<file path="src/rtl/stream_byte_buffer.sv">
// Word-in, byte-out FIFO with show-ahead byte output (MSB first); a pushed word is visible after one edge.
// Backpressure: word_ready_o drops when full, and a push while full is dropped and flagged in overflow_o.
module stream_byte_buffer #(
  parameter int          DATA_WIDTH = 32,
  parameter int          DEPTH      = 8,
  parameter logic [7:0]  EMPTY_BYTE = 8'h00
) (
  input  logic                       clk_i,
  input  logic                       rst_i,
  input  logic [DATA_WIDTH-1:0]      word_i,
  input  logic                       word_valid_i,
  output logic                       word_ready_o,
  input  logic                       flush_i,
  input  logic                       byte_req_i,
  output logic [7:0]                 byte_o,
  output logic                       byte_valid_o,
  output logic [$clog2(DEPTH):0]     level_o,
  output logic                       overflow_o,
  output logic                       underflow_o
);

  localparam int NB = DATA_WIDTH / 8;
  localparam int AW = $clog2(DEPTH);
  localparam int IW = (NB > 1) ? $clog2(NB) : 1;
  localparam int LW = AW + 1;

  logic [DATA_WIDTH-1:0] mem_q [DEPTH];
  logic [DATA_WIDTH-1:0] mem_d [DEPTH];
  logic [AW-1:0]         wr_ptr_q, wr_ptr_d;
  logic [AW-1:0]         rd_ptr_q, rd_ptr_d;
  logic [IW-1:0]         idx_q, idx_d;
  logic [LW-1:0]         level_q, level_d;
  logic                  ovf_q, ovf_d;
  logic                  unf_q, unf_d;

  logic                  full, empty, push, pop, pop_word;
  logic [DATA_WIDTH-1:0] head_shifted;

  assign full     = (level_q == LW'(DEPTH));
  assign empty    = (level_q == '0);
  assign push     = word_valid_i && !full;
  assign pop      = byte_req_i && !empty;
  assign pop_word = pop && (idx_q == IW'(NB - 1));

  // Shifting the head left by whole bytes puts byte k in the top lane.
  assign head_shifted = mem_q[rd_ptr_q] << {idx_q, 3'b000};

  assign word_ready_o = !full;
  assign byte_valid_o = !empty;
  assign byte_o       = empty ? EMPTY_BYTE : head_shifted[DATA_WIDTH-1 -: 8];
  assign level_o      = level_q;
  assign overflow_o   = ovf_q;
  assign underflow_o  = unf_q;

  always_comb begin
    mem_d    = mem_q;
    wr_ptr_d = wr_ptr_q;
    rd_ptr_d = rd_ptr_q;
    idx_d    = idx_q;
    level_d  = level_q;
    ovf_d    = ovf_q | (word_valid_i && full);
    unf_d    = unf_q | (byte_req_i && empty);

    if (push) begin
      mem_d[wr_ptr_q] = word_i;
      wr_ptr_d        = wr_ptr_q + 1'b1;
    end

    if (pop) begin
      if (pop_word) begin
        idx_d    = '0;
        rd_ptr_d = rd_ptr_q + 1'b1;
      end else begin
        idx_d = idx_q + 1'b1;
      end
    end

    case ({push, pop_word})
      2'b10:   level_d = level_q + 1'b1;
      2'b01:   level_d = level_q - 1'b1;
      default: level_d = level_q;
    endcase

    // Flush discards any push/pop in the same cycle, including a partial word.
    if (flush_i) begin
      mem_d    = mem_q;
      wr_ptr_d = '0;
      rd_ptr_d = '0;
      idx_d    = '0;
      level_d  = '0;
      ovf_d    = 1'b0;
      unf_d    = 1'b0;
    end
  end

  always_ff @(posedge clk_i) begin
    if (rst_i) begin
      wr_ptr_q <= '0;
      rd_ptr_q <= '0;
      idx_q    <= '0;
      level_q  <= '0;
      ovf_q    <= 1'b0;
      unf_q    <= 1'b0;
    end else begin
      wr_ptr_q <= wr_ptr_d;
      rd_ptr_q <= rd_ptr_d;
      idx_q    <= idx_d;
      level_q  <= level_d;
      ovf_q    <= ovf_d;
      unf_q    <= unf_d;
    end
  end

  // Storage needs no reset: level/pointers gate every read.
  always_ff @(posedge clk_i) begin
    mem_q <= mem_d;
  end

endmodule

</file>
<file path="config.mk">
export PLATFORM = sky130hd
export DESIGN_NAME = stream_byte_buffer
export DESIGN_NICKNAME = d
export VERILOG_FILES = /design/src/rtl/stream_byte_buffer.sv
export SDC_FILE = /design/constraint.sdc
export NUM_CORES = 1
export LEC_CHECK = 0
export CAP_MARGIN = 10
export CORE_ASPECT_RATIO = 0.9
export CORE_MARGIN = 10
export CORE_UTILIZATION = 37
export DETAILED_ROUTE_END_ITERATION = 8
export SLEW_MARGIN = 20
export SYNTH_ARGS = -nofsm -noshare
export SYNTH_HDL_FRONTEND = slang
export SYNTH_SLANG_ARGS = --single-unit
</file>
<file path="constraint.sdc">
create_clock -name clk_i -period 13.4 [get_ports clk_i]
set_clock_uncertainty 0.15 [all_clocks]
set_input_delay 4.02 -clock clk_i [delete_from_list [all_inputs] [get_ports clk_i]]
set_output_delay 4.02 -clock clk_i [all_outputs]
set_load 0.01 [all_outputs]
</file>
After elaboration in Yosys (flattened, before gate mapping)
Index checks and enable logic that the tools add are counted.

Memory bits (read-only): 0. Output and inout port bits: 16. Memories kept: 0. Logic and storage cells: 54. Register bits after elaboration: 270. Input bits: 37. RAM bits: 0. Bits in latches: 0.

Reduce and logical (&&, ||, !) cells: 13. Bitwise logic cells: 5. Shift-type cells: 1. Add/subtract/negate cells: 5. Multiplexer cells: 9. $mul: 0. Equality and inequality tests: 4. $lt $le $gt $ge: 3. Div/mod/pow operators: 0.

Operators with widths (count): $bwmux W256 (1); $bmux W32 S3 (1); $demux W32 S3 (1); $mux W32 (3); $shl A32 B5 Y32 (1); $ge A4 B4 Y1 const B (2); $mux W8 (1); $not A3 Y4 (2); $pmux W4 S2 (1); $add A3 B1 Y3 const B (2); $logic_and A1 B1 Y1 (6); $add A4 B1 Y4 const B (1); $eq A2 B2 Y1 const B (2); $eq A4 B4 Y1 const B (1); $logic_not A4 Y1 (1); $lt A4 B1 Y1 const B (1); $reduce_and A2 Y1 (2); $sub A4 B1 Y4 const B (1); $add A2 B1 Y2 const B (1); $eq A2 B1 Y1 const B (1); $logic_not A1 Y1 (2); $mux W2 (1); $or A1 B1 Y1 (2); $reduce_bool A2 Y1 (1); other kinds (2) (2).

Longest topological paths before layout
Gate-level depths: netlist (run 1).

Word-level depth: 6. Gate-level depth with buffers: 12. Mapped depth without buffers: 10.

Least setup slack after synthesis (run 1)
No wires, ideal clock.

Path type: input -> register. From: input port word_valid_i. To: register mem_q[224] (netlist bit), enable pin. Data required time: 12.789 ns. Library setup time: 0.461 ns. Buffers on the path: 0. Arrival: 6.746 ns. Stages on the path: 3. Slack: 6.042 ns. Cells stage by stage: nand2_1 -> or3_1 -> nor3_1.

Word-level cells in the longest chain between the ends: 2.

RTL lines: from (decl) (line 11) `input logic word_valid_i,`; $logic_and A1 B1 Y1 (line 41) `assign push = word_valid_i && !full;`; $reduce_and A2 Y1 (no source line); to (signal assigned) (line 116) `mem_q <= mem_d;`; to (decl) (line 27) `logic [DATA_WIDTH-1:0] mem_q [DEPTH];`.

No other way between the ends. A chain may end at the register's enable or synchronous reset.

Worst setup path after layout (run 1)
From: register rd_ptr_q[0]. To: output port byte_o[5].

Word-level cells in the longest chain between the ends: 6.

RTL lines: from (decl) (line 30) `logic [AW-1:0] rd_ptr_q, rd_ptr_d;`; from (signal assigned) (line 106) `rd_ptr_q <= rd_ptr_d;`; $not A3 Y4 (not written as such) (line 46) `assign head_shifted = mem_q[rd_ptr_q] << {idx_q, 3'b000};`; $bmux W32 S3 (line 46); $mux W32 (not written as such) (2 in series) (line 46); $shl A32 B5 Y32 (line 46); $mux W8 (line 50) `assign byte_o = empty ? EMPTY_BYTE : head_shifted[DATA_WIDTH-1 -: 8];`; to (decl) (line 15) `output logic [7:0] byte_o,`.

No other way between the ends. The select of a mux whose other input is x is not followed.

==> results of run 1 <==
[per-stage QoR]
| stage | power, W | setup slack [ns] | hold slack, ns | instance area (sq um) |
|---|---|---|---|---|
| after global routing | 0.001725 | 5.053 | 0.3781 | 12290 |
| after CTS | 0.001689 | 5.289 | 0.3227 | 12290 |
| after global placement | 0.0009959 | 5.903 | 0.2974 | 11480 |
| after detailed placement | 0.0009983 | 5.871 | 0.3070 | 11480 |
| final | 0.001667 | 5.378 | 0.3216 | 12300 |
| after floorplan | 0.0009671 | 6.042 | 0.3522 | 10530 |
[power groups by stage]
stage	registers, W	clock network, W	logic, W
5_1_grt	0.000933	0.000740	0.0000513
3_3_place_gp	0.000950	0	0.0000457
2_1_floorplan	0.000951	0	0.0000164
4_1_cts	0.000933	0.000708	0.0000478
3_5_place_dp	0.000951	0	0.0000476
6_report	0.000933	0.000687	0.0000469
[worst max-delay path, cell delays in order (launching register included)]
cell,delay [ns]
dfxtp_4,0.63
buf_4,0.77
mux4_2,0.59
mux2i_1,0.41
a221o_1,0.28
a21oi_1,0.07
clkdlybuf4s50_1,0.52
[Yosys cell counts (6+ instances only)]
cell      count  area share [%]
a21oi_1      13            0.62
a221o_1       8            0.76
buf_2        10            0.48
clkbuf_1      6            0.21
dfxtp_1      14             2.7
edfxtp_1    256              73
ha_1          6            0.71
mux2i_1      25             2.4
mux4_2       64              14
nand2_1       9            0.32
nor2_1       28             1.0
[cell type report]
| class | instances | area, sq um | area share (%) |
|---|---|---|---|
| repair buffers | 63 | 603.1 | 4.904 |
| well taps | 360 | 450.4 | 3.663 |
| clock inverters | 13 | 58.81 | 0.4782 |
| inverters | 2 | 7.507 | 0.06104 |
| clock buffers | 37 | 755.7 | 6.145 |
| multi-input cells | 196 | 2445 | 19.88 |
| diodes | 2 | 5.005 | 0.04070 |
| flip-flops and latches | 270 | 7973 | 64.83 |
[kinds of logic (layout without fill, tap and decap cells)]
kind of cell	Yosys count	after routing	share of synthesized area (%)
and+or+nand+nor	57	57	2.708
AOI/OAI and AO/OA	35	35	2.411
buffers and inverters	27	115	1.663
adders and majority gates	6	6	0.7127
DFF	270	270	75.65
muxes	91	91	16.27
xor gates and xnor gates	7	7	0.5821
other	0	2	0
[registers in the layout (all words and copies together) (netlist names)]
| signal | flops |
|---|---|
| mem_q | 256 |
| level_o | 4 |
| rd_ptr_q | 3 |
| wr_ptr_q | 3 |
| idx_q | 2 |
| overflow_o | 1 |
| underflow_o | 1 |
[metal layers]
metal	routed length [um]	up-vias	share of wire [%]
met5	24	-	0.11
met1	9642	2603	43
met4	430	4	1.9
li1	-	2190	-
met3	1376	37	6.2
met2	10730	117	48
[worst paths after layout]
kind | start | to | slack (ns) | cells after the start
worst min-delay path | underflow_o$_SDFF_PP0_ | underflow_o$_SDFF_PP0_ | 0.32 | 2
worst max register to register | level_o[1]$_SDFFE_PP0P_ | mem_q[247]$_DFFE_PP_ | 10.05 | 5
worst max-delay path | rd_ptr_q[0]$_SDFFE_PP0P_ | byte_o[5] | 5.38 | 6
worst min register to register | underflow_o$_SDFF_PP0_ | underflow_o$_SDFF_PP0_ | 0.32 | 2
==> impl_metrics.yaml, run 1 <==
clocking:
  insertion_delay_ns: 0.53
  cts-resized-gates: 0
  clockBufferDepth: 3
  tritoncts: "built"
  cts.reportedPaths.clkPinSlew_ns: 0.06
  post_cts_buffers: 0
  cts_htree_levels: 1
  cts_root_buf: "clkbuf_16"
  numCtsBuffers: 28
  postCtsHoldBufs: 0
  cts.sinks: 270
routing:
  num_vias: 4951
  ant_nets: 0
  drc_errors: 0
  via_per_inst: 5.250
  wl_per_cell_um: 23.55
  routed_wl_um: 22200
  drt-pass1-iter-count: 4
  drtIter0Drc: 372
critical_path:
  cp.arrival_ns: 3.85
  critPathRequiredTime_ns: 9.23
  start_kind: "flop"
  worst-path-max-fanout: 44
  cp-end-kind: "primary output"
  worstSetupPathType: "flop to primary output"
synthesis:
  ys.flop_type: "edfxtp_1"
  synth_cell_type_count: 38
  yosys_warnings: 0
  synth_edf_count: 256
  ys_seq_area_share_pct: 75.65
  syn_area_sq_mm: 0.01053
  synth_async_sr_flop_share_pct: 0
  synthesis.nets: 536
  syn_inst: 493
  synth-seq-cells: 270
  syn_avg_cell_area_sq_um: 21.36
global_routing:
  grt-ovfl-total: 0
  grt_max_degree: 67
  antenna_found_initial: 5
  grt_first_pass_wirelength_um: 33590
  grt_pass1_vias: 5259
  use_met1_pct: 16.67
  grt.busiest_layer: "met2"
  track_usage_pct: 12.49
  grt.met3_usage_pct: 3.491
  met2_usage_pct: 19.92
final_layout:
  mostFrequentLayoutCells: "edfxtp_1, mux4_2, clkdlybuf4s50_1"
  final_util_pct: 43.90
  syn_to_final_growth_pct: 16.76
  nFillCells: 2366
  fin_cells: 943
  layout_commonest_cell: "edfxtp_1"
  nets: 604
  drive_gt1_share_pct: 21.69
sta:
  tightest_slew_ns: 1.087
  relSlewSlack_pct: 27.11
  rsz0062_at_grt: "false"
  report.final.slew_viol_count: 0
  clock.fmax_mhz: 124.7
  final-hold-violation-count: 0
  fin_crit_sh_pct: 59.87
  timing.final.crit_period_ns: 8.022
  finalSetupTns_ns: 0
  setup_viol: 0
floorplan:
  fp.dieH_um: 180.1
  coreArea_sq_mm: 0.02801
  die_area_sq_mm: 0.03562
  ios: 53
  core.rowCount: 58
  initial_utilization_pct: 37.60
  die-width_um: 197.8
placed_design:
  placed_cells: 891
  hpwlAfterDp_um: 12780
  gp_congestion: 0.7009
  io_buffers: 52
min_path:
  hp-class: "flop to flop"
pwr:
  switching_power_w: 0.0003230
  p_sw_share_pct: 19.38
  combPwrFrac_pct: 2.8
  p_leak_nw: 3.731
  seq_power_share_pct: 56.0
  max-vdd-ir-drop_v: 0.00008859
  p_int_w: 0.001344
  p_clk_share_pct: 41.2
  powerDensity_mw_per_mm2: 135.5
status:
  outcome: "finished, final reports clean"
flow_run:
  cap_violations: 0
Power figures use the tool's default switching activity.
==> run 2: changes to the inputs <==
- clock period: 13.4 -> 6.8 ns (I/O delays scaled with it)
==> run 2 against run 1 <==
Net effect:
- cell count unchanged
- power increased by 100%
- final area increased by 0.60%
- critical path depth decreased by 1
- utilization increased by 0.26 points
- critical path type unchanged
- critical endpoint unchanged
- largest cell class unchanged
- largest power group unchanged
==> impl_metrics.yaml, run 2 (synthesis results as in run 1) <==
clocking:
  cts.reportedPaths.clkPinSlew_ns: 0.06
  postCtsHoldBufs: 0
  insertion_delay_ns: 0.53
  cts_root_buf: "clkbuf_16"
  clockBufferDepth: 3
  post_cts_buffers: 0
  cts.sinks: 270
  tritoncts: "built"
  cts-resized-gates: 0
  numCtsBuffers: 27
  cts_htree_levels: 1
critical_path:
  cp.arrival_ns: 3.43
  start_kind: "flop"
  critPathBufInv: 2
  slowest_stage: "dfxtp_4"
  worst-path-max-fanout: 36
  cpLargestDelayFamily: "buffers and inverters"
  worstSetupPathType: "flop to primary output"
  critPathRequiredTime_ns: 4.61
  path_cells: "buf_12, mux4_2, a221oi_1, a21oi_1, clkdlybuf4s50_1"
  slowest_delay_ns: 0.83
  cp-end-kind: "primary output"
pwr:
  p_total_w: 0.003369
  max-vdd-ir-drop_v: 0.0002069
  powerDensity_mw_per_mm2: 272.3
  p_leak_nw: 3.758
global_routing:
  grt_max_degree: 67
  track_usage_pct: 12.81
  grt-ovfl-total: 0
  antenna_found_initial: 4
  grt_first_pass_wirelength_um: 34180
  grt_pass1_vias: 5146
final_layout:
  regMostFlops: "mem_q"
  nFillCells: 2380
  nets: 604
  layout_commonest_cell: "edfxtp_1"
  largest_register_ffs: 256
  mostFrequentLayoutCells: "edfxtp_1, mux4_2, clkdlybuf4s50_1"
  syn_to_final_growth_pct: 17.46
  drive_gt1_share_pct: 22.16
floorplan:
  initial_utilization_pct: 37.60
  die-width_um: 197.8
  die_area_sq_mm: 0.03562
  fp.dieH_um: 180.1
  core.rowCount: 58
  ios: 53
  coreArea_sq_mm: 0.02801
sta:
  fin_crit_sh_pct: 82.66
  tightest_slew_ns: 0.9625
  setup_viol: 0
  finalSetupTns_ns: 0
  final-hold-violation-count: 0
  report.final.slew_viol_count: 0
  clock.fmax_mhz: 177.9
  rsz0062_at_grt: "false"
  timing.final.crit_period_ns: 5.621
  relSlewSlack_pct: 35.68
placed_design:
  gp_congestion: 0.7380
  io_buffers: 52
  hpwlAfterDp_um: 13350
routing:
  drc_errors: 0
  drt-pass1-iter-count: 5
  drtIter0Drc: 335
  via_per_inst: 5.347
  num_vias: 5042
  wl_per_cell_um: 24.30
  routed_wl_um: 22910
  ant_nets: 0
flow_run:
  cap_violations: 0
status:
  outcome: "finished, final reports clean"
min_path:
  hp-class: "flop to flop"
-- run 2: routing by layer --
layer | wire, um | track usage [%] | vias up | share of wire, %
met5 | 34 | 0 | - | 0.15
met4 | 399 | 3.227 | 4 | 1.7
met3 | 1525 | 2.726 | 37 | 6.7
met2 | 10710 | 19.43 | 153 | 47
met1 | 10240 | 18.35 | 2661 | 45
li1 | - | - | 2187 | -
-- run 2: final timing paths --
check             depth (start not counted)  slack, ns                      to                startpoint
hold reg to reg                           2       0.32  underflow_o$_SDFF_PP0_    underflow_o$_SDFF_PP0_
hold / removal                            2       0.32  underflow_o$_SDFF_PP0_    underflow_o$_SDFF_PP0_
setup reg to reg                          5       3.63    mem_q[187]$_DFFE_PP_   level_o[1]$_SDFFE_PP0P_
setup / recovery                          5       1.18               byte_o[5]  rd_ptr_q[0]$_SDFFE_PP0P_
-- run 2: worst reg2reg max path: cells and delay by family, from the launching register on --
family        cells  cell delay, ns
simple gates      4            1.71
flops             1            0.56
buf+inv           1            0.42
-- run 2: power by group --
part	switching, W	total, W	internal [W]
Combinational	0.0000528	0.0000937	0.0000408
Sequential	0.00000499	0.00184	0.00183
Clock	0.000597	0.00144	0.000841
-- run 2: final cells by class --
cell class | instances | area, sq um | share of cell area (%)
flip-flops and latches | 270 | 7973 | 64.44
multi-input cells | 196 | 2445 | 19.76
clock buffers | 32 | 694.4 | 5.613
repair buffers | 64 | 635.6 | 5.138
well taps | 360 | 450.4 | 3.641
clock inverters | 18 | 163.9 | 1.325
inverters | 2 | 7.507 | 0.06068
diodes | 1 | 2.502 | 0.02023
-- run 2: stage by stage --
step	setup WS [ns]	utilization (%)	instance area, sq um	std cells	hold WS, ns
floorplan	1.422	-	10530	493	0.3522
global placement	1.687	41.09	11510	892	0.2999
detailed placement	1.636	41.09	11510	892	0.3036
CTS	1.057	44.16	12370	942	0.3195
global route	0.9500	44.16	12370	942	0.3488
finish	1.179	44.17	12370	943	0.3155
==> run 3: changes to the inputs <==
- clock period: 6.8 -> 5.2 ns (I/O delays scaled with it)
==> run 3 against run 2 <==
Net effect:
- worst setup slack got worse by 0.89 ns
- register-to-register slack got worse by 1.5 ns
- clock-buffer cell count fell by 3
- die area did not move
- utilization rose by 0.15 points
- non-clock buffer count rose by 4
- sequential cell count did not move
- routed wire length fell by 1.2%
- critical endpoint is now byte_o[7]
- highest routed layer unchanged
==> impl_metrics.yaml, run 3 (synthesis results as in run 1) <==
status:
  outcome: "finished, final reports clean"
floorplan:
  core.rowCount: 58
  coreArea_sq_mm: 0.02801
  die-width_um: 197.8
  initial_utilization_pct: 37.60
  die_area_sq_mm: 0.03562
  fp.dieH_um: 180.1
  ios: 53
sta:
  timing.final.crit_period_ns: 4.910
  relSlewSlack_pct: 50.80
  finalSetupTns_ns: 0
  hold_slack_ns: 0.3382
  final-hold-violation-count: 0
  report.final.slew_viol_count: 0
  clock.fmax_mhz: 203.7
  tightest_slew_ns: 0.7325
  fin_crit_sh_pct: 94.41
  rsz0062_at_grt: "false"
  setup_viol: 0
final_layout:
  seqCellArea_sq_mm: 0.007973
  regMostFlops: "mem_q"
  drive_gt1_share_pct: 23.72
  fin_cells: 947
  layout_commonest_cell: "edfxtp_1"
  nets: 608
  mostFrequentLayoutCells: "edfxtp_1, mux4_2, clkdlybuf4s50_1"
  finish.instance_area_sq_mm: 0.01241
  largest_register_ffs: 256
  nFillCells: 2357
  multi_input_area_sq_mm: 0.002445
  syn_to_final_growth_pct: 17.86
pwr:
  p_leak_nw: 3.791
  max-vdd-ir-drop_v: 0.0002414
  powerDensity_mw_per_mm2: 351.1
  p_total_w: 0.004359
routing:
  drtIter0Drc: 343
  num_vias: 5033
  via_per_inst: 5.315
  ant_nets: 0
  drc_errors: 0
  drt-pass1-iter-count: 4
  wl_per_cell_um: 23.89
  routed_wl_um: 22630
clocking:
  cts.reportedPaths.clkPinSlew_ns: 0.06
  tritoncts: "built"
  cts-resized-gates: 0
  cts_root_buf: "clkbuf_16"
  clockBufferDepth: 3
  post_cts_buffers: 0
  numCtsBuffers: 27
  cts.sinks: 270
  cts_htree_levels: 1
  insertion_delay_ns: 0.52
  postCtsHoldBufs: 0
global_routing:
  antenna_found_initial: 2
  track_usage_pct: 12.80
  grt_max_degree: 43
  grt-ovfl-total: 0
  grt_first_pass_wirelength_um: 34440
  grt_pass1_vias: 5344
critical_path:
  reg2regPathDepth: 10
  worst-path-max-fanout: 15
  start_kind: "flop"
  slowest_stage: "dfxtp_2"
  cp.arrival_ns: 3.20
  cp-end-kind: "primary output"
  path_cells: "buf_4, mux4_2, mux2i_1, nor2_1, a221oi_1, a21oi_1, clkdlybuf4s50_1"
  slowest_delay_ns: 0.61
  critPathRequiredTime_ns: 3.49
  worstSetupPathType: "flop to primary output"
min_path:
  worstHoldPathCells: 2
  hp-class: "flop to flop"
flow_run:
  cap_violations: 0
placed_design:
  placed_cells: 896
  gp_congestion: 0.7383
  dpl_cell_area_sq_mm: 0.01157
  io_buffers: 52
  hpwlAfterDp_um: 13140
run 3: per-stage QoR:
step / utilization, % / setup WS [ns]
final: 44.31 / 0.2905
after global routing: 44.31 / 0.02668
after CTS: 44.31 / 0.2263
after detailed placement: 41.29 / 0.7976
after global placement: 41.29 / 0.8172
after floorplan: - / 0.3024
run 3: worst paths after layout:
kind                             from                      end  slack, ns
max          rd_ptr_q[1]$_SDFFE_PP0P_                byte_o[7]       0.29
min            underflow_o$_SDFF_PP0_   underflow_o$_SDFF_PP0_       0.34
max reg2reg   level_o[0]$_SDFFE_PP0P_  level_o[2]$_SDFFE_PP0P_       2.10
min reg2reg    underflow_o$_SDFF_PP0_   underflow_o$_SDFF_PP0_       0.34
run 3: per-layer routing:
metal / wire (um) / track usage [%] / share of wire [%] / vias to the layer above
met5: 9 / 0 / 0.040 / -
met4: 534 / 3.411 / 2.4 / 2
met3: 1630 / 3.006 / 7.2 / 37
met2: 10580 / 19.58 / 47 / 146
met1: 9874 / 17.93 / 44 / 2642
li1: - / - / - / 2206
run 3: layout make-up:
type / count / share of cell area [%]
well taps: 360 / 3.629
repair buffers: 68 / 5.564
diodes: 1 / 0.02016
clock buffers: 29 / 5.503
clock inverters: 21 / 1.300
multi-input cells: 196 / 19.70
flip-flops and latches: 270 / 64.23
inverters: 2 / 0.06048
run 3: worst max-delay path, delay by kind of cell, from the launching register on:
family | cells | cell delay [ns]
flops | 1 | 0.61
simple gates | 1 | 0.09
buf+inv | 2 | 0.82
compound gates | 2 | 0.45
mux | 2 | 0.70
run 3: power breakdown:
group	switching [W]	internal, W	total [W]
logic	0.0000689	0.0000536	0.000123
registers	0.00000619	0.00240	0.00240
clock network	0.000782	0.00105	0.00183
total	0.000857	0.00350	0.00436
